`src/rtl/quad_decoder_px_pkg.sv`:
```
// Shared definitions for the quadrature decoder.
//   QUAD_X1/X2/X4 : encodings of the runtime 'mode' input (3 also means x4).
//   prime_cycles(): number of post-reset cycles the input path needs before
//                   its filtered outputs reflect the pins.
package quad_pkg;

  localparam logic [1:0] QUAD_X1 = 2'd0;
  localparam logic [1:0] QUAD_X2 = 2'd1;
  localparam logic [1:0] QUAD_X4 = 2'd2;

  function automatic int prime_cycles(input int sync_stages, input int filter_len);
    return sync_stages + filter_len + 1;
  endfunction

endpackage

```
`src/rtl/quad_decoder_px_filter.sv`:
```
// Per-pin input conditioning: synchroniser chain followed by a glitch filter.
//   i_clk, i_rst : clock, synchronous active-high reset
//   i_raw        : asynchronous pin
//   o_filt       : registered, synchronised and debounced level
// The output flips only after the synchronised value has disagreed with the
// stable level for FILTER_LEN consecutive cycles; FILTER_LEN = 0 bypasses
// the filter but keeps the output register so latency stays S+F+1 overall.
module quad_input_filter #(
  parameter int SYNC_STAGES = 2,
  parameter int FILTER_LEN  = 3
) (
  input  logic i_clk,
  input  logic i_rst,
  input  logic i_raw,
  output logic o_filt
);

  logic [SYNC_STAGES-1:0] r_sync;
  logic                   w_sync;
  logic                   r_out;

  assign w_sync = r_sync[SYNC_STAGES-1];
  assign o_filt = r_out;

  always_ff @(posedge i_clk) begin
    if (i_rst) r_sync <= '0;
    else       r_sync <= {r_sync[SYNC_STAGES-2:0], i_raw};
  end

  generate
    if (FILTER_LEN == 0) begin : g_bypass
      always_ff @(posedge i_clk) begin
        if (i_rst) r_out <= 1'b0;
        else       r_out <= w_sync;
      end
    end else begin : g_filter
      localparam logic [7:0] RUN_LAST = 8'(FILTER_LEN - 1);
      logic [7:0] r_run;
      logic       r_stable;

      always_ff @(posedge i_clk) begin
        if (i_rst) begin
          r_run    <= '0;
          r_stable <= 1'b0;
          r_out    <= 1'b0;
        end else begin
          r_out <= r_stable;
          // Any sample matching the stable level restarts the run.
          if (w_sync == r_stable) begin
            r_run <= '0;
          end else if (r_run == RUN_LAST) begin
            r_stable <= w_sync;
            r_run    <= '0;
          end else begin
            r_run <= r_run + 8'd1;
          end
        end
      end
    end
  endgenerate

endmodule

```
`src/rtl/quad_decoder_px.sv`:
```
// Quadrature decoder with configurable counter width, input filtering,
// runtime x1/x2/x4 mode, illegal-transition flag, index latch/clear and load.
//   clk, rst               : clock, synchronous active-high reset
//   quad_A/B/Z             : raw encoder pins (asynchronous)
//   mode                   : 0 x1, 1 x2, 2/3 x4
//   index_en, index_clr_en : index capture enable, index zeroes count
//   load, load_value       : one-cycle software load of the count
//   err_clr                : clears sticky err
//   count, dir, step       : position, last counted direction, step pulse
//   err                    : sticky illegal-transition flag
//   index_count/valid      : count captured at index edge, capture pulse
import quad_pkg::*;

module quad_decoder_px #(
  parameter int COUNT_W     = 16,
  parameter int SYNC_STAGES = 2,
  parameter int FILTER_LEN  = 3
) (
  input  logic               clk,
  input  logic               rst,
  input  logic               quad_A,
  input  logic               quad_B,
  input  logic               quad_Z,
  input  logic [1:0]         mode,
  input  logic               index_en,
  input  logic               index_clr_en,
  input  logic               load,
  input  logic [COUNT_W-1:0] load_value,
  input  logic               err_clr,
  output logic [COUNT_W-1:0] count,
  output logic               dir,
  output logic               step,
  output logic               err,
  output logic [COUNT_W-1:0] index_count,
  output logic               index_valid
);

  localparam int PRIME_CYCLES = prime_cycles(SYNC_STAGES, FILTER_LEN);
  localparam int PW           = $clog2(PRIME_CYCLES + 1);
  localparam logic [COUNT_W-1:0] CNT_ONE = COUNT_W'(1);

  logic         w_fa, w_fb, w_fz;
  logic [1:0]   w_cur, w_chg;
  logic [1:0]   r_prev;
  logic         r_z_prev;
  logic [PW-1:0] r_prime;
  logic         r_live;
  logic         w_valid, w_illegal, w_up, w_qual;
  logic         w_step, w_step_apply, w_zrise;

  quad_input_filter #(.SYNC_STAGES(SYNC_STAGES), .FILTER_LEN(FILTER_LEN)) u_filt_a (
    .i_clk(clk), .i_rst(rst), .i_raw(quad_A), .o_filt(w_fa));
  quad_input_filter #(.SYNC_STAGES(SYNC_STAGES), .FILTER_LEN(FILTER_LEN)) u_filt_b (
    .i_clk(clk), .i_rst(rst), .i_raw(quad_B), .o_filt(w_fb));
  quad_input_filter #(.SYNC_STAGES(SYNC_STAGES), .FILTER_LEN(FILTER_LEN)) u_filt_z (
    .i_clk(clk), .i_rst(rst), .i_raw(quad_Z), .o_filt(w_fz));

  assign w_cur     = {w_fa, w_fb};
  assign w_chg     = w_cur ^ r_prev;
  assign w_valid   = ^w_chg;          // exactly one phase moved
  assign w_illegal = &w_chg;          // both phases moved at once
  assign w_up      = w_cur[1] ^ r_prev[0];

  always_comb begin
    w_qual = w_valid;
    case (mode)
      QUAD_X1: w_qual = w_valid & w_chg[1] & w_cur[1];
      QUAD_X2: w_qual = w_valid & w_chg[1];
      default: w_qual = w_valid;
    endcase
  end

  assign w_step       = r_live & w_qual;
  assign w_step_apply = w_step & ~load;   // a load overrides the step entirely
  assign w_zrise      = r_live & index_en & w_fz & ~r_z_prev;

  always_ff @(posedge clk) begin
    if (rst) begin
      r_prev      <= 2'b00;
      r_z_prev    <= 1'b0;
      r_prime     <= PW'(PRIME_CYCLES);
      r_live      <= 1'b0;
      count       <= '0;
      dir         <= 1'b0;
      step        <= 1'b0;
      err         <= 1'b0;
      index_count <= '0;
      index_valid <= 1'b0;
    end else begin
      // prev always follows the filtered pins, so priming needs no special path.
      r_prev   <= w_cur;
      r_z_prev <= w_fz;
      if (r_prime != '0) r_prime <= r_prime - PW'(1);
      // Live one edge after the countdown ends: prev has then absorbed the
      // first filtered sample of the pins present at reset release.
      r_live <= (r_prime == '0);

      step <= w_step_apply;
      if (w_step_apply) dir <= w_up;

      index_valid <= w_zrise;
      if (w_zrise) index_count <= count;

      if (load)                         count <= load_value;
      else if (w_zrise && index_clr_en) count <= '0;
      else if (w_step)                  count <= w_up ? count + CNT_ONE : count - CNT_ONE;

      if (r_live && w_illegal) err <= 1'b1;
      else if (err_clr)        err <= 1'b0;
    end
  end

endmodule

```
`config.mk`:
```
export PLATFORM = sky130hd
export DESIGN_NAME = quad_decoder_px
export DESIGN_NICKNAME = d
export VERILOG_FILES = /design/src/rtl/quad_decoder_px_pkg.sv /design/src/rtl/quad_decoder_px_filter.sv /design/src/rtl/quad_decoder_px.sv
export SDC_FILE = /design/constraint.sdc
export NUM_CORES = 1
export LEC_CHECK = 0
export CAP_MARGIN = 20
export CORE_ASPECT_RATIO = 1.25
export CORE_MARGIN = 3
export CORE_UTILIZATION = 57
export DETAILED_ROUTE_END_ITERATION = 6
export GPL_TIMING_DRIVEN = 0
export PLACE_DENSITY_LB_ADDON = 0.3
export SLEW_MARGIN = 10
export SYNTH_ARGS = -nofsm -noshare
export SYNTH_HDL_FRONTEND = slang
export SYNTH_SLANG_ARGS = --single-unit
```
`constraint.sdc`:
```
create_clock -name clk -period 8.2 [get_ports clk]
set_input_delay 0.82 -clock clk [delete_from_list [all_inputs] [get_ports clk]]
set_output_delay 0.82 -clock clk [all_outputs]
set_load 0.01 [all_outputs]
```
# Word-level counts from Yosys, hierarchy flattened
# Cells that the tools add are included.
[totals] reg_bits=79 inputBits=27 output_inout_bits=36 word_cells=71
[op_classes] n_addsub=6 n_eq_ne=7 muxes=7 n_bitwise=14 reduce_logical=15
[op_table] operator="$mux W16" n=4
[op_table] operator="$add A8 B1 Y8 const B" n=3
[op_table] operator="$eq A8 B2 Y1 const B" n=3
[op_table] operator="$add A16 B1 Y16 const B" n=1
[op_table] operator="$sub A16 B1 Y16 const B" n=1
[op_table] operator="$reduce_or A3 Y1" n=3
[op_table] operator="$reduce_and A2 Y1" n=4
[op_table] operator="$and A1 B1 Y1" n=7
[op_table] operator="$reduce_bool A3 Y1" n=2
[op_table] operator="$not A1 Y1" n=5
[op_table] operator="$eq A1 B1 Y1" n=3
[op_table] operator="$logic_not A3 Y1" n=1
[op_table] operator="$sub A3 B1 Y3 const B" n=1
[op_table] operator="$eq A2 B1 Y1 const B" n=1
[op_table] operator="$logic_and A1 B1 Y1" n=2
[op_table] operator="$logic_not A2 Y1" n=1
[op_table] operator="$mux W1" n=2
[op_table] operator="$pmux W1 S2" n=1
[op_table] operator="$reduce_bool A2 Y1" n=1
[op_table] operator="$reduce_xor A2 Y1" n=1
[op_table] operator="$xor A2 B2 Y2" n=1
[op_table] operator="$xor A1 B1 Y1" n=1

# Logic depth before layout (Yosys ltp)
[logic_depth] depth_word=9 depth_mapped=12 ltp_nobuf=10

# Modules after synthesis
# Synthesis repeated with hierarchy kept, for this count alone.
[unflattened] cells_unflattened=475 area_unflattened_um2=3930.0
[by_module_without_submodules] mod="quad_decoder_px" n_inst=1 cells_each=319 area_each_um2=2492.4 seq_area_each_um2=860.8
[by_module_without_submodules] mod="quad_input_filter" n_inst=3 cells_each=52 area_each_um2=479.2 seq_area_each_um2=240.2

# Least setup slack after synthesis
# Ideal clock, no wire load.
[synth_timing] path_kind="register -> register" from="reg u_filt_a.r_out, in the netlist u_filt_a.o_filt" to="reg count[10]" setup_time_ns=0.125 arrival_ns=2.817 slack_ns=5.258 path_stages_with_launch=13 period_less_slack_ns=2.942 path_cell_list="dfxtp_1 -> xor2_1 -> inv_1 -> clkbuf_1 -> buf_1 -> xnor2_1 -> ha_1 -> or4_1 -> or3_1 -> or3_1 -> a21oi_1 -> xnor2_1 -> o21ai_0"
[synth_between] elab_chain_len=7 elab_cells_between_ends=12
[synth_rtl] element="from (decl)" line="quad_decoder_px_filter.sv:20" text="logic r_out;"
[synth_rtl] element="from (signal assigned)" line="quad_decoder_px_filter.sv:47" text="r_out <= r_stable;"
[synth_rtl] element="$xor A2 B2 Y2" line="quad_decoder_px.sv:59" text="assign w_chg = w_cur ^ r_prev;"
[synth_rtl] element="$reduce_xor A2 Y1" line="quad_decoder_px.sv:60" text="assign w_valid = ^w_chg;"
[synth_rtl] element="$and A1 B1 Y1" line="quad_decoder_px.sv:67, quad_decoder_px.sv:68"
[synth_rtl] element="$and A1 B1 Y1" line="quad_decoder_px.sv:67" text="QUAD_X1: w_qual = w_valid & w_chg[1] & w_cur[1];"
[synth_rtl] element="$pmux W1 S2" line="quad_decoder_px.sv:66" text="case (mode)"
[synth_rtl] element="$and A1 B1 Y1" line="quad_decoder_px.sv:73" text="assign w_step = r_live & w_qual;"
[synth_rtl] element="$reduce_bool A3 Y1 (no source line)"
[synth_rtl] element="to (signal assigned)" line="quad_decoder_px.sv:104" text="if (load) count <= load_value;"
[synth_rtl] element="to (signal assigned)" line="quad_decoder_px.sv:106" text="else if (w_step) count <= w_up ? count + CNT_ONE : count - CNT_ONE;"
[synth_rtl] element="to (decl)" line="quad_decoder_px.sv:30" text="output logic [COUNT_W-1:0] count,"
# Several ways; a longest one is shown, not always the timed one. The select of a mux whose other input is x is not followed.
# A chain may end at the register's enable or synchronous reset.

# Worst setup path in the final report
# Ends and elaborated chain as after synthesis.

==> flow_summary.json <==
{
  "outcome": "finished with violations",
  "violations": "DRC",
  "cpPeakStageDelay_ns": 0.47,
  "yosys_most_used_dff": "dfxtp_1",
  "ys_types": 49,
  "crit_path_start": "u_filt_a.o_filt",
  "path_clk_slew_ns": 0.09,
  "arrival_ns": 3.71,
  "synth_compound_area_share_pct": 13.44,
  "path_depth": 12,
  "postCtsHoldBufs": 0,
  "via_count": 3707,
  "worstSkewPairLatency_ns": 0.37,
  "synthSimpleGateAreaFrac_pct": 27.24,
  "critPathRequiredTime_ns": 8.45,
  "power.density_nw_per_um2": 176.0,
  "overflow": 0,
  "switchingPower_uw": 224.2,
  "cts_buffers": 9,
  "synthMuxAreaShare_pct": 1.570,
  "fp.coreArea_sq_um": 6326,
  "critPathTopFamily": "simple AND/OR/NAND/NOR gates",
  "grt_pass1_vias": 3564,
  "pwr-share-comb_pct": 13.0,
  "cts.sinks": 79,
  "grt_use_met3_pct": 5.473,
  "ir_worst_vdd_mv": 0.1628,
  "r2r-end": "count[10]",
  "worstPathMaxFanout": 10,
  "grtUsageMet1_pct": 28.90,
  "fmax_mhz": 289.1,
  "synthCells": 466,
  "drc": 7,
  "final_layout_size_suffix_gt1_share_pct": 3.676,
  "min_path_type": "reg -> reg",
  "syn_nets": 505,
  "antenna_cells": 0,
  "finalHoldViolCount": 0,
  "synth_area_leaders": "dfxtp_1 (41%), nand2_1 (6.4%), xnor2_1 (5.0%)",
  "endpoint_kind": "register",
  "synthesis.area_sq_um": 3826,
  "ctsLongestPathBuffers": 2,
  "avgViaCountPerCell": 5.893,
  "met2_usage_pct": 47.54,
  "die_h_microns": 97.60,
  "syn_area_per_cell_sq_um": 8.211,
  "crit_type": "reg -> reg",
  "yosysWarningCount": 0,
  "rr_worst_depth": 12,
  "maxCapViolCount": 0,
  "startpoint_type": "register",
  "crit_path_top_delay_cell": "buf_1",
  "gp_congestion": 0.9343,
  "slew_headroom_pct": 56.63,
  "pin_count": 63,
  "die_x_microns": 79.28,
  "pwr-share-clk_pct": 39.3,
  "ys_seq_area_share_pct": 41.33,
  "yosysMostFrequentCell": "dfxtp_1",
  "drv_slew": 0,
  "drt-total-wl_mm": 10.07,
  "drt-initial-drc-count": 415,
  "cts_setup_buffers": 0,
  "port_buffers": 62,
  "r2r-start": "u_filt_a.o_filt",
  "firstDrtPassIters": 7,
  "grtUsageTotal_pct": 26.76,
  "busiest_layer": "met2",
  "period_minus_slack_ns": 3.459,
  "grt_pass1_wl_mm": 16.40,
  "rsz0062_at_grt": "no",
  "nFillCells": 499,
  "fin_skew_ns": 0.01439,
  "drt-wirelength-per-cell_microns": 16.00,
  "finalCritPeriodShare_pct": 42.18,
  "final_antenna_net_count": 0,
  "internal_power_uw": 617.1,
  "netSwitchingFraction_pct": 26.65,
  "synth_top_area_cell": "dfxtp_1",
  "crit_path_end": "count[10]",
  "finalSetupTns_ns": 0,
  "initial_core_util_pct": 60.48,
  "reg2reg_slack_ns": 4.74,
  "syn2layout_area_growth_pct": 24.92,
  "synth_xor_area_share_pct": 8.470,
  "nNetsFinal": 578,
  "htreeDepth": 3,
  "fin_util_pct": 75.55,
  "dieArea_sq_um": 7738,
  "yosys.area_share.adder_pct": 3.924,
  "seqPwrFrac_pct": 47.7,
  "cts_resized": 0,
  "dp_hpwl_mm": 7.277,
  "cellLeakagePower_uw": 0.001708,
  "rows": 32,
  "synth_top_family_by_area": "simple AND/OR/NAND/NOR gates",
  "setup_violations": 0,
  "ys_seq_elements": 79,
  "crit_chain": "xor2_1 -> inv_1 -> clkbuf_1 -> buf_1 -> xnor2_1 -> ha_1 -> or4_1 -> or3_1 -> or3_1 -> a21oi_1 -> xnor2_1 -> o21ai_0",
  "cp_num_buf_inv": 3,
  "worst_slew_pin_slew_ns": 0.6415,
  "synth_top_area_share_pct": 41.33,
  "cts_tree": "done",
  "synth-edff-count": 0,
  "antenna_found_initial": 0,
  "synthTopCellsByCount": "dfxtp_1 (79), nand2_1 (65), nor2_1 (46)",
  "clockRootBuffer": "clkbuf_8",
  "synth_async_sr_flop_share_pct": 0,
  "grt_max_degree": 16
}
-- kinds of logic after synthesis --
group           after synthesis
buf+inv                      39
mux                           6
xor+xnor                     37
fa+ha+maj                    12
compound gates               86
flops                        79
simple gates                207
-- routing by layer --
| layer | up-vias | routed length [microns] |
|---|---|---|
| li1 | 1768 | - |
| met1 | 1725 | 3861 |
| met3 | 40 | 602 |
| met5 | - | 0 |
| met4 | 0 | 414 |
| met2 | 174 | 5188 |
-- state kept, by name, indices dropped and copies added (netlist names), 2 cells and up --
name                     flops
count                       16
index_count                 16
r_prev                       2
r_prime                      3
u_filt_a.g_filter.r_run      8
u_filt_a.r_sync              2
u_filt_b.g_filter.r_run      8
u_filt_b.r_sync              2
u_filt_z.g_filter.r_run      8
u_filt_z.r_sync              2
-- power groups by stage --
stage	Sequential [uW]	Clock, uW	Combinational [uW]
floorplan	410	0	62.4
global placement	410	0	103
detailed placement	410	0	105
CTS	401	332	107
global route	403	349	119
finish	401	330	109
-- worst min path at each step --
stage                  startpoint                 end  slack (ns)  cells after the start
3_3_place_gp   u_filt_z.r_sync[0]  u_filt_z.r_sync[1]        0.42                      1
5_1_grt        u_filt_b.r_sync[0]  u_filt_b.r_sync[1]        0.47                      1
4_1_cts        u_filt_z.r_sync[0]  u_filt_z.r_sync[1]        0.46                      1
6_report       u_filt_b.r_sync[0]  u_filt_b.r_sync[1]        0.45                      1
2_1_floorplan  u_filt_a.r_sync[0]  u_filt_a.r_sync[1]        0.41                      1
3_5_place_dp   u_filt_b.r_sync[0]  u_filt_b.r_sync[1]        0.43                      1
-- layout by cell type, fill, tap and decap left out, drive strengths merged, types with 2 or more instances in the layout --
| master | n |
|---|---|
| dfxtp | 79 |
| nand2 | 65 |
| clkdlybuf4s50 | 62 |
| nor2 | 46 |
| a21oi | 34 |
| clkbuf | 30 |
| o21ai | 25 |
| xnor2 | 22 |
| xor2 | 15 |
| nor2b | 14 |
| nand3 | 14 |
| nor3 | 12 |
| ha | 12 |
| inv | 12 |
| nand4 | 9 |
| buf | 8 |
| or4 | 8 |
| nor4b | 6 |
| mux2i | 6 |
| nor4 | 6 |
| a31oi | 6 |
| and3 | 5 |
| or3 | 5 |
| nand2b | 4 |
| and4 | 4 |
| nand4b | 3 |
| a21o | 3 |
| a221oi | 3 |
| and2 | 2 |
| a211oi | 2 |
| bufinv | 2 |
| clkinv | 2 |
-- worst register-to-register path: stages (launching register included) --
cell      delay (ns)
dfxtp_1         0.35
xor2_1          0.21
inv_1           0.09
clkbuf_1        0.34
buf_1           0.47
xnor2_1         0.13
ha_1            0.28
or4_1           0.47
or3_1           0.34
or3_1           0.31
a21oi_1         0.16
xnor2_1         0.13
o21ai_0         0.08
-- stage by stage --
| step | cell area [sq um] | cells | hold slack, ns | setup WS, ns | total power (uW) |
|---|---|---|---|---|---|
| 2_1_floorplan | 3826 | 466 | 0.4138 | 5.258 | 472.4 |
| 3_3_place_gp | 4553 | 613 | 0.4182 | 4.789 | 512.5 |
| 3_5_place_dp | 4553 | 613 | 0.4330 | 4.780 | 515.3 |
| 4_1_cts | 4780 | 629 | 0.4569 | 4.774 | 840.4 |
| 5_1_grt | 4780 | 629 | 0.4708 | 4.480 | 870.5 |
| 6_report | 4780 | 629 | 0.4496 | 4.741 | 841.2 |
-- area by class of cell --
type / instances / area, sq um / area share, %
inverters: 10 / 37.54 / 0.7853
multi-input cells: 348 / 2091 / 43.74
well taps: 85 / 106.4 / 2.225
clock inverters: 7 / 102.6 / 2.147
repair buffers: 62 / 620.6 / 12.98
plain buffers: 29 / 116.4 / 2.435
flip-flops and latches: 79 / 1582 / 33.09
clock buffers: 9 / 123.9 / 2.592
(Power assumes the default switching activity.)
